$ cat src/rtl/bus_pkg.sv
// Shared definitions for the serial system bus: port FSM states, default widths
// and the address field that selects a slave or bridge.
package bus_pkg;

  localparam int ADDR_WIDTH_DEF = 16;
  localparam int DATA_WIDTH_DEF = 8;

  // Top address bits pick the slave/bridge; the rest are the in-slave offset.
  localparam int SLAVE_SEL_BITS = 2;
  localparam int SLAVE_SEL_LSB  = ADDR_WIDTH_DEF - SLAVE_SEL_BITS;

  typedef enum logic [2:0] {
    ST_IDLE,
    ST_REQ,
    ST_ADDR,
    ST_WAIT_ACK,
    ST_WDATA,
    ST_RDATA,
    ST_SPLIT,
    ST_DONE
  } state_e;

endpackage

$ cat src/rtl/serial_shifter.sv
// Parallel-load, serial-in/serial-out shift register with a down-counter of
// remaining bits; bits leave from the MSB and enter at the LSB.
module serial_shifter #(
  parameter int W = 8,
  localparam int CW = (W > 1) ? $clog2(W) : 1
) (
  input  logic          clk,
  input  logic          rst,
  input  logic          load,
  input  logic [W-1:0]  load_val,
  input  logic          shift,
  input  logic          sin,
  output logic          sout,
  output logic [W-1:0]  q_next,
  output logic          last
);

  logic [W-1:0]  q;
  logic [CW-1:0] cnt;

  always_ff @(posedge clk) begin
    if (rst) begin
      q   <= '0;
      cnt <= '0;
    end else if (load) begin
      q   <= load_val;
      cnt <= CW'(W - 1);
    end else if (shift) begin
      q   <= q_next;
      cnt <= cnt - 1'b1;
    end
  end

  assign sout   = q[W-1];
  assign q_next = {q[W-2:0], sin};
  assign last   = (cnt == '0);

endmodule

$ cat src/rtl/serial_master_port.sv
// Master-side bus port: requests the serial bus, shifts out the address, waits
// for the slave ack, then shifts write data out or read data in.
module serial_master_port
  import bus_pkg::*;
#(
  parameter int ADDR_WIDTH  = ADDR_WIDTH_DEF,
  parameter int DATA_WIDTH  = DATA_WIDTH_DEF,
  parameter int ACK_TIMEOUT = 16
) (
  input  logic                  clk,
  input  logic                  rst,
  input  logic                  start,
  input  logic                  write,
  input  logic [ADDR_WIDTH-1:0] addr,
  input  logic [DATA_WIDTH-1:0] wdata,
  output logic [DATA_WIDTH-1:0] rdata,
  output logic                  busy,
  output logic                  done,
  output logic                  err,
  output logic                  breq,
  input  logic                  bgrant,
  output logic                  mode,
  output logic                  wr_bus,
  input  logic                  rd_bus,
  output logic                  master_valid,
  input  logic                  slave_ready,
  output logic                  master_ready,
  input  logic                  slave_valid,
  input  logic                  ack,
  input  logic                  split,
  output state_e                state_dbg
);

  localparam int TW = $clog2(ACK_TIMEOUT + 1);

  state_e                state_q, state_d;
  logic                  write_q, err_q;
  logic [DATA_WIDTH-1:0] rdata_q;
  logic [TW-1:0]         tcnt_q;

  logic                  start_acc, a_shift, d_shift, t_inc, err_set, rd_capture;
  logic                  a_sout, a_last, d_sout, d_last;
  logic [ADDR_WIDTH-1:0] addr_next_unused;
  logic [DATA_WIDTH-1:0] d_next;

  assign start_acc = (state_q == ST_IDLE) && start;

  // Both shifters load at start; the data counter stays at its top value until
  // the data phase begins, so no reload is needed on ack.
  serial_shifter #(.W(ADDR_WIDTH)) u_addr_sh (
    .clk(clk), .rst(rst), .load(start_acc), .load_val(addr),
    .shift(a_shift), .sin(1'b0), .sout(a_sout), .q_next(addr_next_unused),
    .last(a_last)
  );

  serial_shifter #(.W(DATA_WIDTH)) u_data_sh (
    .clk(clk), .rst(rst), .load(start_acc), .load_val(wdata),
    .shift(d_shift), .sin(rd_bus), .sout(d_sout), .q_next(d_next),
    .last(d_last)
  );

  // Handshake: a bit moves on a rising edge where the sender's valid and the
  // receiver's ready are both high; valid never waits on ready, and a split in
  // a data state wins over a bit offered in the same cycle (it is re-sent).
  always_comb begin
    state_d    = state_q;
    a_shift    = 1'b0;
    d_shift    = 1'b0;
    t_inc      = 1'b0;
    err_set    = 1'b0;
    rd_capture = 1'b0;
    case (state_q)
      ST_IDLE:     if (start) state_d = ST_REQ;
      ST_REQ:      if (bgrant) state_d = ST_ADDR;
      ST_ADDR: begin
        if (bgrant && slave_ready) begin
          a_shift = 1'b1;
          if (a_last) state_d = ST_WAIT_ACK;
        end
      end
      ST_WAIT_ACK: begin
        if (ack) begin
          state_d = write_q ? ST_WDATA : ST_RDATA;
        end else if (tcnt_q == TW'(ACK_TIMEOUT - 1)) begin
          state_d = ST_DONE;
          err_set = 1'b1;
        end else begin
          t_inc = 1'b1;
        end
      end
      ST_WDATA: begin
        if (split) begin
          state_d = ST_SPLIT;
        end else if (bgrant && slave_ready) begin
          d_shift = 1'b1;
          if (d_last) state_d = ST_DONE;
        end
      end
      ST_RDATA: begin
        if (split) begin
          state_d = ST_SPLIT;
        end else if (bgrant && slave_valid) begin
          d_shift = 1'b1;
          if (d_last) begin
            rd_capture = 1'b1;
            state_d    = ST_DONE;
          end
        end
      end
      ST_SPLIT:    if (!split && bgrant) state_d = write_q ? ST_WDATA : ST_RDATA;
      ST_DONE:     state_d = ST_IDLE;
      default:     state_d = ST_IDLE;
    endcase
  end

  always_ff @(posedge clk) begin
    if (rst) begin
      state_q <= ST_IDLE;
      write_q <= 1'b0;
      err_q   <= 1'b0;
      rdata_q <= '0;
      tcnt_q  <= '0;
    end else begin
      state_q <= state_d;
      tcnt_q  <= t_inc ? tcnt_q + 1'b1 : '0;
      if (start_acc) begin
        write_q <= write;
        err_q   <= 1'b0;
      end else if (err_set) begin
        err_q <= 1'b1;
      end
      if (rd_capture) rdata_q <= d_next;
    end
  end

  logic in_txn, granted_phase;
  assign in_txn        = (state_q != ST_IDLE) && (state_q != ST_DONE);
  assign granted_phase = in_txn && (state_q != ST_REQ);

  assign busy         = in_txn;
  assign breq         = in_txn;
  assign done         = (state_q == ST_DONE);
  assign err          = done && err_q;
  assign mode         = granted_phase && write_q;
  assign master_valid = bgrant && ((state_q == ST_ADDR) || (state_q == ST_WDATA));
  assign master_ready = bgrant && (state_q == ST_RDATA);
  assign wr_bus       = master_valid && ((state_q == ST_ADDR) ? a_sout : d_sout);
  assign rdata        = rdata_q;
  assign state_dbg    = state_q;

endmodule

$ cat config.mk
export PLATFORM = sky130hd
export DESIGN_NAME = serial_master_port
export DESIGN_NICKNAME = d
export VERILOG_FILES = /design/src/rtl/bus_pkg.sv /design/src/rtl/serial_shifter.sv /design/src/rtl/serial_master_port.sv
export SDC_FILE = /design/constraint.sdc
export NUM_CORES = 1
export LEC_CHECK = 0
export ABC_AREA = 0
export BUFFER_PORTS_ARGS = -buffer_cell sky130_fd_sc_hd__buf_4
export CORE_ASPECT_RATIO = 0.9
export CORE_MARGIN = 3
export CORE_UTILIZATION = 35
export DETAILED_ROUTE_END_ITERATION = 8
export MAX_ROUTING_LAYER = met4
export PLACE_DENSITY = 0.57
export SYNTH_ARGS = -nofsm -noshare
export SYNTH_HDL_FRONTEND = slang
export SYNTH_SLANG_ARGS = --single-unit
$ cat constraint.sdc
create_clock -name clk -period 2.2 [get_ports clk]
set_input_delay 0.44 -clock clk [delete_from_list [all_inputs] [get_ports clk]]
set_output_delay 0.44 -clock clk [all_outputs]
set_load 0.005 [all_outputs]
==> results_tabular.tex, run 1 <==
\begin{tabular}{lr}
\hline
Metric & Value \\
\hline
\multicolumn{2}{l}{\textbf{Global routing}} \\
\quad Pin count of the biggest net entering global routing & 46 \\
\quad Vias in the first global route & 1,832 \\
\quad Most used routing layer & met2 \\
\quad Met1 usage in global routing & 0.1873 \\
\quad GR met2 Demand/Resource & 0.2057 \\
\quad GR Layer Usage met3 & 0.04529 \\
\quad Number of antenna violations at the first check in global routing & 0 \\
\quad Combined global-route utilization of all metal layers & 0.1402 \\
\quad GRT overflow & 0 \\
\quad First-pass GRT wire length & 8542 microns \\
\multicolumn{2}{l}{\textbf{Layout}} \\
\quad Signed area change from the synthesized netlist to the final layout & 23.75\% \\
\quad Total number of nets in the final design & 347 \\
\quad Antenna diode instance count & 0 \\
\quad Commonest non-fill, non-tap cell in the layout & buf\_4 \\
\quad Share of layout cells above drive strength 1 & 0.2686 \\
\quad Most frequent cells in the layout & 64 x buf\_4, 46 x dfxtp\_1, 40 x nor2\_1, 23 x a21oi\_1, 23 x mux2i\_1 \\
\quad Non-Filler Instances & 396 \\
\quad Final core utilization & 0.4569 \\
\quad Final design area excluding fillers & 0.002855 sq mm \\
\multicolumn{2}{l}{\textbf{Clock tree}} \\
\quad Insertion delay of the later-clocked pin in the worst-skew pair & 300 ps \\
\quad Number of buffers created by CTS & 5 \\
\quad H-tree depth reported by CTS & 2 \\
\quad Clock buffer depth & 2 \\
\quad Root Buffer Master & clkbuf\_8 \\
\quad TritonCTS clock tree & yes \\
\quad Clock edge transition at the registers on the reported setup and hold paths & 90 ps \\
\quad \# clock sinks & 49 \\
\multicolumn{2}{l}{\textbf{Pwr}} \\
\quad Switching portion of total power & 0.3441 \\
\quad Proportion of power drawn by flip-flops and latches & 0.447 \\
\quad Switching component of the power & 0.9332 mW \\
\quad PD cells & 949.8 mW/mm\^{}2 \\
\quad Static leakage power & 1.245 nW \\
\quad Relative contribution of combinational cells to total power & 0.348 \\
\quad Portion of total power attributed to the clock network & 0.205 \\
\quad Power Internal & 1.779 mW \\
\quad Worst supply voltage drop on vdd & 346.6 uV \\
\quad Power consumption & 2.712 mW \\
\multicolumn{2}{l}{\textbf{Synthesis}} \\
\quad Syn avg cell area & 8.943 sq um \\
\quad Sequential share of the synthesized area & 0.4252 \\
\quad Area share of the leading cell type in the synthesized netlist & 0.4252 \\
\quad Top cells by area in the synthesized netlist & dfxtp\_1 43\%, mux2i\_1 10\%, nor2\_1 6.5\%, a211oi\_1 5.2\%, a21oi\_1 5.0\% \\
\quad Gate count of the mapped netlist & 258 \\
\quad Netlist Area Pre-Place & 0.002307 sq mm \\
\quad Post-synth EDFFs & 0 \\
\quad Total of flip-flops plus latches after synthesis & 49 \\
\quad Warnings, synthesis & 0 \\
\quad Library cell with the largest summed area after synthesis & dfxtp\_1 \\
\quad Synth Flop Type & dfxtp\_1 \\
\quad Syn Nets & 297 \\
\quad Distinct cells, synth & 42 \\
\quad Share of flip-flops with an asynchronous set or reset after synthesis & 0 \\
\multicolumn{2}{l}{\textbf{STA}} \\
\quad Unrepaired setup endpoints after global routing & false \\
\quad Sum of negative setup slack & 0 ps \\
\quad Slew at the pin closest to its max-slew limit & 483.4 ps \\
\quad Max-slew violation count & 0 \\
\quad Fin crit share & 0.9399 \\
\quad Clock Skews & 5.192 ps \\
\quad Final critical path time including I/O delays and setup & 2068 ps \\
\quad Total of endpoints with negative setup slack in the final report & 0 \\
\quad Rel. slew slack & 0.6777 \\
\quad Peak clock frequency supported by timing & 483.6 MHz \\
\quad Smallest hold slack & 380.7 ps \\
\quad Endpoints failing hold & 0 \\
\quad Crit path setup slack, layout & 132.3 ps \\
\multicolumn{2}{l}{\textbf{Min path}} \\
\quad Startpoint of the worst hold path & rd\_bus \\
\quad Type of the worst min-delay path & in -> reg \\
\quad Hold-critical path endpoint & rdata[0] \\
\quad Instance count along the most critical hold path & 3 \\
\multicolumn{2}{l}{\textbf{Setup path}} \\
\quad Worst EP required & 2430 ps \\
\quad Maximum fanout encountered on the critical timing path & 4 \\
\quad Startpoint kind of the worst setup timing path & flop \\
\quad Worst-case reg-to-reg path depth & 8 \\
\quad Critical path endpoint category & flop \\
\quad Internal reg-to-reg setup slack & 130 ps \\
\quad Arrival time reported for the critical path endpoint & 2300 ps \\
\quad Worst flop-to-flop path startpoint & tcnt\_q[0] \\
\quad CP Class & reg -> reg \\
\quad Worst r2r dst & state\_dbg[1] \\
\multicolumn{2}{l}{\textbf{Detailed routing}} \\
\quad Via density per instance & 4.818 \\
\quad Via count & 1,908 \\
\quad Total wirelength of the detailed-routed design & 5138 microns \\
\quad DRT antenna net count & 0 \\
\quad Post-detailed-route DRC marker count & 0 \\
\quad Iter 0 DRT Violations & 36 \\
\quad WL/cell & 12.97 microns \\
\quad TritonRoute pass-1 iters & 4 \\
\multicolumn{2}{l}{\textbf{Placed design}} \\
\quad Final weighted congestion in routability-driven placement & 0.7623 \\
\quad Number of placed instances, taps included & 388 \\
\quad Detail Placement HPWL & 3546 microns \\
\quad Buffers on Ports & 52 \\
\quad Area post-placement & 0.002753 sq mm \\
\quad Place WS & 68.59 ps \\
\multicolumn{2}{l}{\textbf{Floorplanning}} \\
\quad Core area & 0.006250 sq mm \\
\quad Starting utilization of the core area & 0.3692 \\
\quad Die X-Extent & 91.59 microns \\
\quad Area of the die & 0.007604 sq mm \\
\quad Die extent in y & 83.03 microns \\
\quad Boundary pin count & 53 \\
\quad Placement Rows & 27 \\
\multicolumn{2}{l}{\textbf{Run status}} \\
\quad Status & finished clean \\
\multicolumn{2}{l}{\textbf{Run}} \\
\quad Max Cap Viol & 0 \\
\hline
\end{tabular}
## state kept, by name, indices dropped and copies added (netlist names)
register	cells
err_q	1
u_addr_sh.cnt	4
rdata	8
state_dbg	3
tcnt_q	5
u_data_sh.cnt	3
write_q	1
u_data_sh.q	8
u_addr_sh.q	16
## layout make-up
cell class,instances,area [sq um]
repair buffers,64,480.5
multi-input cells,181,1159
well taps,87,108.9
clock buffers,6,82.58
fillers,635,3395
clock inverters,2,13.76
flip-flops and latches,49,984.7
inverters,7,26.28
## cells in the mapped netlist, types with 2 or more instances
cell type and n:
nand2b_1 2, a21oi_1 23, nand4_1 2, nand2_1 19
ha_1 5, xnor2_1 5, mux2i_1 23, inv_1 7
buf_2 5, buf_4 2, nand3_1 2, xor2_1 3
nand3b_1 2, nor3_1 6, a211oi_1 16, and3_1 2
o21ai_0 4, nor2_1 40, clkbuf_1 7, a31oi_1 2
clkbuf_8 5, dfxtp_1 49, a22oi_1 8
## metal layers
metal / routed length [microns] / part of all wire
met5: 0 / 0
met4: 54 / 0.011
met3: 280 / 0.054
met2: 2156 / 0.42
met1: 2646 / 0.51
## cells by family (layout without fill, tap and decap cells)
family / after synthesis / after routing / share of synthesized area
mux: 24 / 24 / 0.1047
buf+inv: 28 / 79 / 0.07646
xor+xnor: 8 / 8 / 0.03037
fa+ha+maj: 5 / 5 / 0.02711
compound gates: 58 / 58 / 0.1611
simple gates: 86 / 86 / 0.1752
flops: 49 / 49 / 0.4252
## what timing repair did
| item | CTS | global route |
|---|---|---|
| endpoints found under the setup margin | 1 | 1 |
| resized for setup | 2 | 2 |
| setup buffers | 0 | 0 |
| hold buffers | 0 | 0 |
| pin swaps | 0 | 1 |
## power groups by stage
stage          clock network [mW]  registers [mW]  logic (mW)
3_3_place_gp                    0            1.23       0.936
3_5_place_dp                    0            1.23       0.945
5_1_grt                     0.620            1.24        1.06
6_report                    0.557            1.21       0.944
4_1_cts                     0.579            1.21       0.953
2_1_floorplan                   0            1.18       0.711
## worst max path at each step
stage                            start      endpoint  slack [ps]  cells after the start
after floorplan              tcnt_q[0]  state_dbg[1]         220                      8
after global placement       tcnt_q[0]  state_dbg[1]         110                      8
after detailed placement     tcnt_q[0]  state_dbg[1]          70                      8
after CTS                    tcnt_q[0]  state_dbg[1]          60                      8
after global routing      state_dbg[1]        wr_bus         0.2                      4
final                        tcnt_q[0]  state_dbg[1]         130                      8
## critical path, stage by stage, from the launching register on
cell and delay, ps:
dfxtp_2 350, ha_1 170, and3_1 160, ha_2 180, o21ai_0 80, and4b_1 210, a311o_1 310, or4_1 400
a21oi_1 130
(Power assumes the default switching activity.)
==> run 2: changes to the inputs <==
--- a/config.mk
+++ b/config.mk
@@ -5,14 +5,14 @@
 export SDC_FILE = /design/constraint.sdc
 export NUM_CORES = 1
 export LEC_CHECK = 0
-export ABC_AREA = 0
+export ABC_AREA = 1
 export BUFFER_PORTS_ARGS = -buffer_cell sky130_fd_sc_hd__buf_4
 export CORE_ASPECT_RATIO = 0.9
 export CORE_MARGIN = 3
 export CORE_UTILIZATION = 35
 export DETAILED_ROUTE_END_ITERATION = 8
 export MAX_ROUTING_LAYER = met4
-export PLACE_DENSITY = 0.57
+export PLACE_DENSITY = 0.56
 export SYNTH_ARGS = -nofsm -noshare
 export SYNTH_HDL_FRONTEND = slang
 export SYNTH_SLANG_ARGS = --single-unit
==> run 2 against run 1 <==
First-iteration DRC count grew to 3.2 times the previous value. Worst hold slack improved by 21 ps. Via count rose by 22%. Critical path type is now reg -> out. Largest cell class unchanged. Largest power group is now combinational logic. Critical endpoint is now mode. Global-route usage up 1.3 points. Critical path depth is 1 lower.
==> results_tabular.tex, run 2 <==
\begin{tabular}{lr}
\hline
Metric & Value \\
\hline
\multicolumn{2}{l}{\textbf{Run status}} \\
\quad Status & finished clean \\
\multicolumn{2}{l}{\textbf{Synthesis}} \\
\quad Warnings, synthesis & 0 (unchanged) \\
\quad Largest family of logic cells by synthesized area & simple AND/OR/NAND/NOR gates \\
\quad Syn avg cell area & 7.054 sq um (-21\%) \\
\quad Sequential share of the synthesized area & 0.3906 (-0.03453) \\
\quad Cell types with the highest counts after synthesis & 102 x nand2\_1, 49 x dfxtp\_1, 39 x a21oi\_1, 38 x inv\_1, 23 x nor2\_1 \\
\quad Netlist Area Pre-Place & 0.002511 sq mm (+8.8\%) \\
\quad Most frequent cell after synthesis & nand2\_1 \\
\quad Synth Flop Type & dfxtp\_1 \\
\quad Synth Area in XOR/XNOR & 0.006976 (-0.02339) \\
\quad Library cell with the largest summed area after synthesis & dfxtp\_1 \\
\quad Mux contribution to synthesized area & 0 (-0.1047) \\
\quad Synth Area in Compound Gates & 0.1639 (+0.002863) \\
\quad Simple-gate share of the synthesized area & 0.2955 (+0.1203) \\
\quad Area share of the leading cell type in the synthesized netlist & 0.3906 (-0.03453) \\
\quad Gate count of the mapped netlist & 356 (+38\%) \\
\quad Distinct cells, synth & 32 (-24\%) \\
\quad Adder-cell share of the synthesized area & 0.02491 (-0.002202) \\
\quad Post-synth EDFFs & 0 (unchanged) \\
\quad Total of flip-flops plus latches after synthesis & 49 (unchanged) \\
\quad Share of flip-flops with an asynchronous set or reset after synthesis & 0 (unchanged) \\
\quad Top cells by area in the synthesized netlist & dfxtp\_1 39\%, nand2\_1 15\%, a21oi\_1 7.8\%, inv\_1 5.7\%, nor2\_1 3.4\% \\
\quad Syn Nets & 395 (+33\%) \\
\multicolumn{2}{l}{\textbf{Placed design}} \\
\quad Place WS & 206.0 ps (+137.4 ps) \\
\quad Area post-placement & 0.002895 sq mm (+5.2\%) \\
\quad Detail Placement HPWL & 4265 microns (+20\%) \\
\quad Final weighted congestion in routability-driven placement & 0.8702 (+14\%) \\
\quad Buffers on Ports & 52 (unchanged) \\
\multicolumn{2}{l}{\textbf{STA}} \\
\quad Sum of negative setup slack & 0 ps (unchanged) \\
\quad Unrepaired setup endpoints after global routing & false \\
\quad Rel. slew slack & 0.7231 (+0.04534) \\
\quad Endpoints failing hold & 0 (unchanged) \\
\quad Fin crit share & 0.9270 (-0.01283) \\
\quad Max-slew violation count & 0 (unchanged) \\
\quad Slew at the pin closest to its max-slew limit & 414.8 ps (-68.62 ps) \\
\quad Peak clock frequency supported by timing & 490.3 MHz (+1.4\%) \\
\quad Final critical path time including I/O delays and setup & 2039 ps (-28.22 ps) \\
\quad Total of endpoints with negative setup slack in the final report & 0 (unchanged) \\
\quad Clock Skews & 4.909 ps (-0.2830 ps) \\
\quad Crit path setup slack, layout & 160.5 ps (+28.22 ps) \\
\multicolumn{2}{l}{\textbf{Min path}} \\
\quad Startpoint of the worst hold path & addr[0] \\
\quad Type of the worst min-delay path & in -> reg \\
\quad Hold-critical path endpoint & u\_addr\_sh.q[0] \\
\quad Instance count along the most critical hold path & 3 (unchanged) \\
\multicolumn{2}{l}{\textbf{Run}} \\
\quad Max Cap Viol & 0 (unchanged) \\
\multicolumn{2}{l}{\textbf{Setup path}} \\
\quad Peak per-stage delay on the critical path & 510 ps (+110 ps) \\
\quad Worst-path cell with the longest stage delay & dfxtp\_2 \\
\quad Startpoint kind of the worst setup timing path & flop \\
\quad Critical path endpoint category & primary output \\
\quad Internal reg-to-reg setup slack & 360 ps (+230 ps) \\
\quad Worst flop-to-flop path startpoint & state\_dbg[2] \\
\quad Worst-case reg-to-reg path depth & 8 (unchanged) \\
\quad CP Class & reg -> out \\
\quad Arrival time reported for the critical path endpoint & 1600 ps (-700 ps) \\
\quad Critical path cell sequence & inv\_6, nand2\_4, inv\_1, nor2\_1, nand2\_1, a21oi\_1, buf\_4 \\
\quad Maximum fanout encountered on the critical timing path & 10 (+6) \\
\quad Largest delay contributor family on the critical path & flip-flops \\
\quad Worst r2r dst & u\_addr\_sh.q[13] \\
\quad Worst EP required & 1760 ps (-670 ps) \\
\quad Crit path buffers/inverters & 3 (+3) \\
\multicolumn{2}{l}{\textbf{Clock tree}} \\
\quad Clock edge transition at the registers on the reported setup and hold paths & 90 ps (about the same) \\
\quad Root Buffer Master & clkbuf\_8 \\
\quad H-tree depth reported by CTS & 2 (unchanged) \\
\quad Clock buffer depth & 2 (unchanged) \\
\quad TritonCTS clock tree & yes \\
\quad Insertion delay of the later-clocked pin in the worst-skew pair & 300 ps (about the same) \\
\quad Number of buffers created by CTS & 5 (unchanged) \\
\quad \# clock sinks & 49 (unchanged) \\
\multicolumn{2}{l}{\textbf{Floorplanning}} \\
\quad Die X-Extent & 95.29 microns (+4.0\%) \\
\quad Core area & 0.006761 sq mm (+8.2\%) \\
\quad Boundary pin count & 53 (unchanged) \\
\quad Placement Rows & 28 (+3.7\%) \\
\quad Starting utilization of the core area & 0.3714 (+0.002222) \\
\quad Area of the die & 0.008228 sq mm (+8.2\%) \\
\quad Die extent in y & 86.36 microns (+4.0\%) \\
\multicolumn{2}{l}{\textbf{Layout}} \\
\quad Max FFs per register & 16 (unchanged) \\
\quad Commonest non-fill, non-tap cell in the layout & nand2\_1 \\
\quad Final design area excluding fillers & 0.003004 sq mm (+5.2\%) \\
\quad Antenna diode instance count & 0 (unchanged) \\
\quad Total number of nets in the final design & 440 (+27\%) \\
\quad Share of layout cells above drive strength 1 & 0.2214 (-0.04722) \\
\quad Most frequent cells in the layout & 102 x nand2\_1, 55 x buf\_4, 46 x dfxtp\_1, 39 x a21oi\_1, 38 x inv\_1 \\
\quad Register with the highest flop count & u\_addr\_sh.q \\
\quad Number of fill cells & 734 (+16\%) \\
\quad Signed area change from the synthesized netlist to the final layout & 19.63\% \\
\multicolumn{2}{l}{\textbf{Detailed routing}} \\
\quad TritonRoute pass-1 iters & 4 (unchanged) \\
\quad Via count & 2,319 (+22\%) \\
\quad Post-detailed-route DRC marker count & 0 (unchanged) \\
\quad Via density per instance & 4.713 (-2.2\%) \\
\quad Iter 0 DRT Violations & 115 (+220\%) \\
\quad DRT antenna net count & 0 (unchanged) \\
\quad WL/cell & 12.01 microns (-7.5\%) \\
\quad Total wirelength of the detailed-routed design & 5907 microns (+15\%) \\
\multicolumn{2}{l}{\textbf{Global routing}} \\
\quad Pin count of the biggest net entering global routing & 34 (-26\%) \\
\quad GRT overflow & 0 (unchanged) \\
\quad Combined global-route utilization of all metal layers & 0.1534 (+0.01327) \\
\quad Most used routing layer & met2 \\
\quad GR met2 Demand/Resource & 0.2270 (+0.02125) \\
\quad Number of antenna violations at the first check in global routing & 0 (unchanged) \\
\quad First-pass GRT wire length & 9846 microns (+15\%) \\
\quad GR Layer Usage met3 & 0.02604 (-0.01925) \\
\quad Met1 usage in global routing & 0.2104 (+0.02316) \\
\quad Vias in the first global route & 2,146 (+17\%) \\
\multicolumn{2}{l}{\textbf{Pwr}} \\
\quad Worst supply voltage drop on vdd & 372.7 uV (+7.5\%) \\
\quad PD cells & 972.4 mW/mm\^{}2 (+2.4\%) \\
\quad Static leakage power & 1.281 nW (+2.9\%) \\
\hline
\end{tabular}
==> run 2: cell count changes in the layout (fill, tap and decap cells not counted), sizes merged, moves of 5 or more <==
| cell | change |
|---|---|
| a211oi | -16 |
| a21oi | +16 |
| a22oi | -8 |
| a31oi | +9 |
| buf | -9 |
| inv | +38 |
| mux2i | -23 |
| nand2 | +88 |
| nand3 | +11 |
| nor2 | -13 |
| o211ai | +6 |
| o21ai | +15 |
| or2 | +6 |
| xnor2 | -5 |
==> run 2: cells by family (layout without fill, tap and decap cells) <==
group / count (synthesis) / in the layout
adder cells (fa/ha/maj): 5 / 5
XOR/XNOR: 2 / 2
AO/OA/AOI/OAI: 76 / 76
AND/OR/NAND/NOR: 163 / 163
flip-flops: 49 / 49
buffers and inverters: 61 / 107
==> run 2: worst reg2reg max path, stage by stage, from the launching register on <==
cell and delay, ps:
dfxtp_2 510, inv_6 100, nand2_4 120, nor2_8 50, inv_2 320, nand2_4 160
inv_2 270, nand2_1 90, a21oi_1 160
==> run 2: worst max path at each step <==
stage | endpoint | from | depth (start not counted) | slack (ps)
after floorplan | wr_bus | state_dbg[1] | 6 | 590
after global placement | u_addr_sh.q[5] | state_dbg[2] | 8 | 240
after detailed placement | u_addr_sh.q[4] | state_dbg[2] | 8 | 210
after CTS | wr_bus | state_dbg[0] | 7 | 50
after global routing | mode | state_dbg[2] | 7 | 20
final | mode | state_dbg[2] | 7 | 160
==> run 2: report_power, final <==
part | leakage [nW] | total [mW] | internal [mW] | switching [mW]
sequential | 0.400 | 1.17 | 1.04 | 0.136
clock | 0.0445 | 0.539 | 0.226 | 0.313
combinational | 0.837 | 1.21 | 0.480 | 0.727
==> run 2: layout make-up <==
class | instances | area (sq um) | share of cell area
clock buffers | 5 | 68.82 | 0.02291
repair buffers | 55 | 412.9 | 0.1374
inverters | 44 | 170.2 | 0.05664
multi-input cells | 246 | 1234 | 0.4107
clock inverters | 3 | 21.27 | 0.007080
flip-flops and latches | 49 | 984.7 | 0.3278
well taps | 90 | 112.6 | 0.03748
==> run 2: timing repair <==
action                                  in CTS  in global routing
setup buffers                                0                  2
hold buffers                                 0                  0
pin swaps                                    0                  1
resized for setup                            3                  1
endpoints found under the setup margin       2                  2
==> run 2: through the flow <==
step	power, mW	instances	utilization	hold slack [ps]
CTS	2.943	490	0.4419	392.7
detailed placement	2.386	482	0.4282	439.9
global route	3.163	492	0.4443	406.7
floorplan	2.138	356	-	417.5
finish	2.921	492	0.4443	402.2
global placement	2.381	482	0.4282	432.2
==> run 2: per-layer routing <==
metal | wire [microns] | share of wire
met1 | 2890 | 0.49
met2 | 2674 | 0.45
met3 | 284 | 0.048
met4 | 57 | 0.0096
met5 | 0 | 0
==> run 3: changes to the inputs <==
--- a/config.mk
+++ b/config.mk
@@ -13,6 +13,7 @@
 export DETAILED_ROUTE_END_ITERATION = 8
 export MAX_ROUTING_LAYER = met4
 export PLACE_DENSITY = 0.56
+export SETUP_SLACK_MARGIN = 0.5
 export SYNTH_ARGS = -nofsm -noshare
 export SYNTH_HDL_FRONTEND = slang
 export SYNTH_SLANG_ARGS = --single-unit
==> run 3 against run 2 <==
Die area unchanged. Combinational power grew 54%. Highest routed layer unchanged. Routed wire length grew 11%. Largest cell class unchanged.
==> results_tabular.tex, run 3 (synthesis results as in run 2) <==
\begin{tabular}{lr}
\hline
Metric & Value \\
\hline
\multicolumn{2}{l}{\textbf{Detailed routing}} \\
\quad Total wirelength of the detailed-routed design & 6547 microns (+11\%) \\
\quad WL/cell & 12.61 microns (+5.1\%) \\
\quad Routed wl met2 & 3037 microns (+14\%) \\
\quad TritonRoute pass-1 iters & 4 (unchanged) \\
\quad Met3 wire length & 283 microns (-0.35\%) \\
\quad Routed length on met1 & 3123 microns (+8.1\%) \\
\quad Via density per instance & 4.798 (+1.8\%) \\
\quad Via count & 2,490 (+7.4\%) \\
\quad Iter 0 DRT Violations & 113 (-1.7\%) \\
\quad Post-detailed-route DRC marker count & 0 (unchanged) \\
\quad DRT antenna net count & 0 (unchanged) \\
\quad Highest metal layer with signal wires & met4 \\
\multicolumn{2}{l}{\textbf{Setup path}} \\
\quad Internal reg-to-reg setup slack & 590 ps (+230 ps) \\
\quad End point of the critical path & wr\_bus \\
\quad Launch point of the worst path & state\_dbg[2] \\
\quad Worst-path cell with the longest stage delay & dfxtp\_4 \\
\quad Largest delay contributor family on the critical path & flip-flops \\
\quad Maximum fanout encountered on the critical timing path & 3 (-7) \\
\quad CP Class & reg -> out \\
\quad Total number of cells along the worst setup path & 6 (-1) \\
\quad Critical path endpoint category & primary output \\
\quad Crit path buffers/inverters & 3 (unchanged) \\
\quad Worst EP required & 1760 ps (about the same) \\
\quad Worst r2r dst & u\_data\_sh.q[6] \\
\quad Worst-case reg-to-reg path depth & 11 (+3) \\
\quad Peak per-stage delay on the critical path & 380 ps (-130 ps) \\
\quad Critical path cell sequence & buf\_6, nor2\_4, inv\_2, a21oi\_2, a21boi\_2, buf\_4 \\
\quad Worst flop-to-flop path startpoint & state\_dbg[2] \\
\quad Startpoint kind of the worst setup timing path & flop \\
\quad Arrival time reported for the critical path endpoint & 1410 ps (-190 ps) \\
\multicolumn{2}{l}{\textbf{Floorplanning}} \\
\quad Core area & 0.006761 sq mm (unchanged) \\
\quad Placement Rows & 28 (unchanged) \\
\quad Die X-Extent & 95.29 microns (unchanged) \\
\quad Starting utilization of the core area & 0.3714 (unchanged) \\
\quad Boundary pin count & 53 (unchanged) \\
\quad Area of the die & 0.008228 sq mm (unchanged) \\
\quad Die extent in y & 86.36 microns (unchanged) \\
\multicolumn{2}{l}{\textbf{Clock tree}} \\
\quad Post-CTS Hold Buffers & 0 (unchanged) \\
\quad Clock buffer depth & 2 (unchanged) \\
\quad TritonCTS clock tree & yes \\
\quad Number of buffers created by CTS & 5 (unchanged) \\
\quad H-tree depth reported by CTS & 2 (unchanged) \\
\quad \# clock sinks & 49 (unchanged) \\
\quad Insertion delay of the later-clocked pin in the worst-skew pair & 310 ps (about the same) \\
\quad Root Buffer Master & clkbuf\_8 \\
\quad Clock edge transition at the registers on the reported setup and hold paths & 90 ps (about the same) \\
\multicolumn{2}{l}{\textbf{Layout}} \\
\quad Total number of nets in the final design & 467 (+6.1\%) \\
\quad Max FFs per register & 16 (unchanged) \\
\quad Number of fill cells & 682 (-7.1\%) \\
\quad Signed area change from the synthesized netlist to the final layout & 36.62\% \\
\quad Most frequent cells in the layout & 98 x nand2\_1, 68 x buf\_4, 45 x dfxtp\_1, 37 x a21oi\_1, 35 x inv\_1 \\
\quad Antenna diode instance count & 0 (unchanged) \\
\quad Register with the highest flop count & u\_addr\_sh.q \\
\quad Share of layout cells above drive strength 1 & 0.3170 (+0.09562) \\
\quad Final design area excluding fillers & 0.003431 sq mm (+14\%) \\
\quad Final core utilization & 0.5074 (+0.06310) \\
\quad Commonest non-fill, non-tap cell in the layout & nand2\_1 \\
\multicolumn{2}{l}{\textbf{STA}} \\
\quad Rel. slew slack & 0.7346 (+0.01158) \\
\quad Clock Skews & 7.424 ps (+2.515 ps) \\
\quad Unrepaired setup endpoints after global routing & true \\
\quad Fin crit share & 0.8409 (-0.08613) \\
\quad Total of endpoints with negative setup slack in the final report & 0 (unchanged) \\
\quad Max-slew violation count & 0 (unchanged) \\
\quad Slew at the pin closest to its max-slew limit & 397.6 ps (-17.21 ps) \\
\quad Final critical path time including I/O delays and setup & 1850 ps (-189.5 ps) \\
\quad Endpoints failing hold & 0 (unchanged) \\
\quad Sum of negative setup slack & 0 ps (unchanged) \\
\quad Peak clock frequency supported by timing & 540.5 MHz (+10\%) \\
\multicolumn{2}{l}{\textbf{Global routing}} \\
\quad Vias in the first global route & 2,235 (+4.1\%) \\
\quad First-pass GRT wire length & 10,310 microns (+4.7\%) \\
\quad GRT overflow & 0 (unchanged) \\
\quad Combined global-route utilization of all metal layers & 0.1611 (+0.007632) \\
\quad Number of antenna violations at the first check in global routing & 0 (unchanged) \\
\quad Pin count of the biggest net entering global routing & 34 (unchanged) \\
\multicolumn{2}{l}{\textbf{Placed design}} \\
\quad Buffers on Ports & 52 (unchanged) \\
\quad Area post-placement & 0.002895 sq mm (unchanged) \\
\quad Final weighted congestion in routability-driven placement & 0.8702 (unchanged) \\
\quad Detail Placement HPWL & 4265 microns (unchanged) \\
\multicolumn{2}{l}{\textbf{Pwr}} \\
\quad Static leakage power & 1.475 nW (+15\%) \\
\quad Worst supply voltage drop on vdd & 397.9 uV (+6.8\%) \\
\quad PD cells & 1042 mW/mm\^{}2 (+7.1\%) \\
\multicolumn{2}{l}{\textbf{Min path}} \\
\quad Startpoint of the worst hold path & addr[0] \\
\quad Type of the worst min-delay path & in -> reg \\
\multicolumn{2}{l}{\textbf{Run status}} \\
\quad Status & finished clean \\
\multicolumn{2}{l}{\textbf{Run}} \\
\quad Max Cap Viol & 0 (unchanged) \\
\hline
\end{tabular}
run 3: cell type report:
class | count | area [sq um] | area share
inverters | 44 | 187.7 | 0.05470
clock buffers | 5 | 68.82 | 0.02006
well taps | 90 | 112.6 | 0.03282
clock inverters | 3 | 21.27 | 0.006200
multi-input cells | 246 | 1321 | 0.3851
repair buffers | 82 | 725.7 | 0.2115
flip-flops and latches | 49 | 993.5 | 0.2896
run 3: worst min-delay path: stages:
cell and delay, ps:
buf_4 110, nand2_1 60, a21oi_1 60
run 3: where the power goes:
group | total (mW) | internal [mW] | switching [mW] | leakage, nW
sequential | 1.17 | 1.05 | 0.126 | 0.401
combinational | 1.86 | 0.909 | 0.950 | 1.03
clock | 0.543 | 0.226 | 0.317 | 0.0445
run 3: worst min path at each step:
stage	endpoint	depth (start not counted)	slack (ps)
final	u_addr_sh.q[0]	3	400
after floorplan	tcnt_q[0]	1	420
after CTS	u_addr_sh.q[0]	3	390
after global placement	tcnt_q[0]	1	430
after detailed placement	rdata[4]	2	440
after global routing	u_addr_sh.q[2]	3	400
run 3: repair_timing:
item	in CTS	in global routing
pin swaps	5	8
gates resized for setup	27	25
endpoints found under the setup margin	44	46
setup buffers	13	15
gates cloned	0	1
run 3: routing by layer:
metal,vias to the layer above,global-route usage
li1,1288,-
met1,1142,0.2194
met2,49,0.2409
met3,11,0.02778
met4,0,0.05505
met5,-,-
run 3: through the flow:
step / total power [mW] / cells / hold slack [ps] / setup slack, ps
floorplan: 2.138 / 356 / 417.5 / 585.9
global placement: 2.381 / 482 / 432.2 / 236.4
detailed placement: 2.386 / 482 / 439.9 / 206.0
CTS: 3.233 / 503 / 392.2 / 326.3
global route: 3.826 / 519 / 403.6 / 301.2
finish: 3.574 / 519 / 399.9 / 350.0
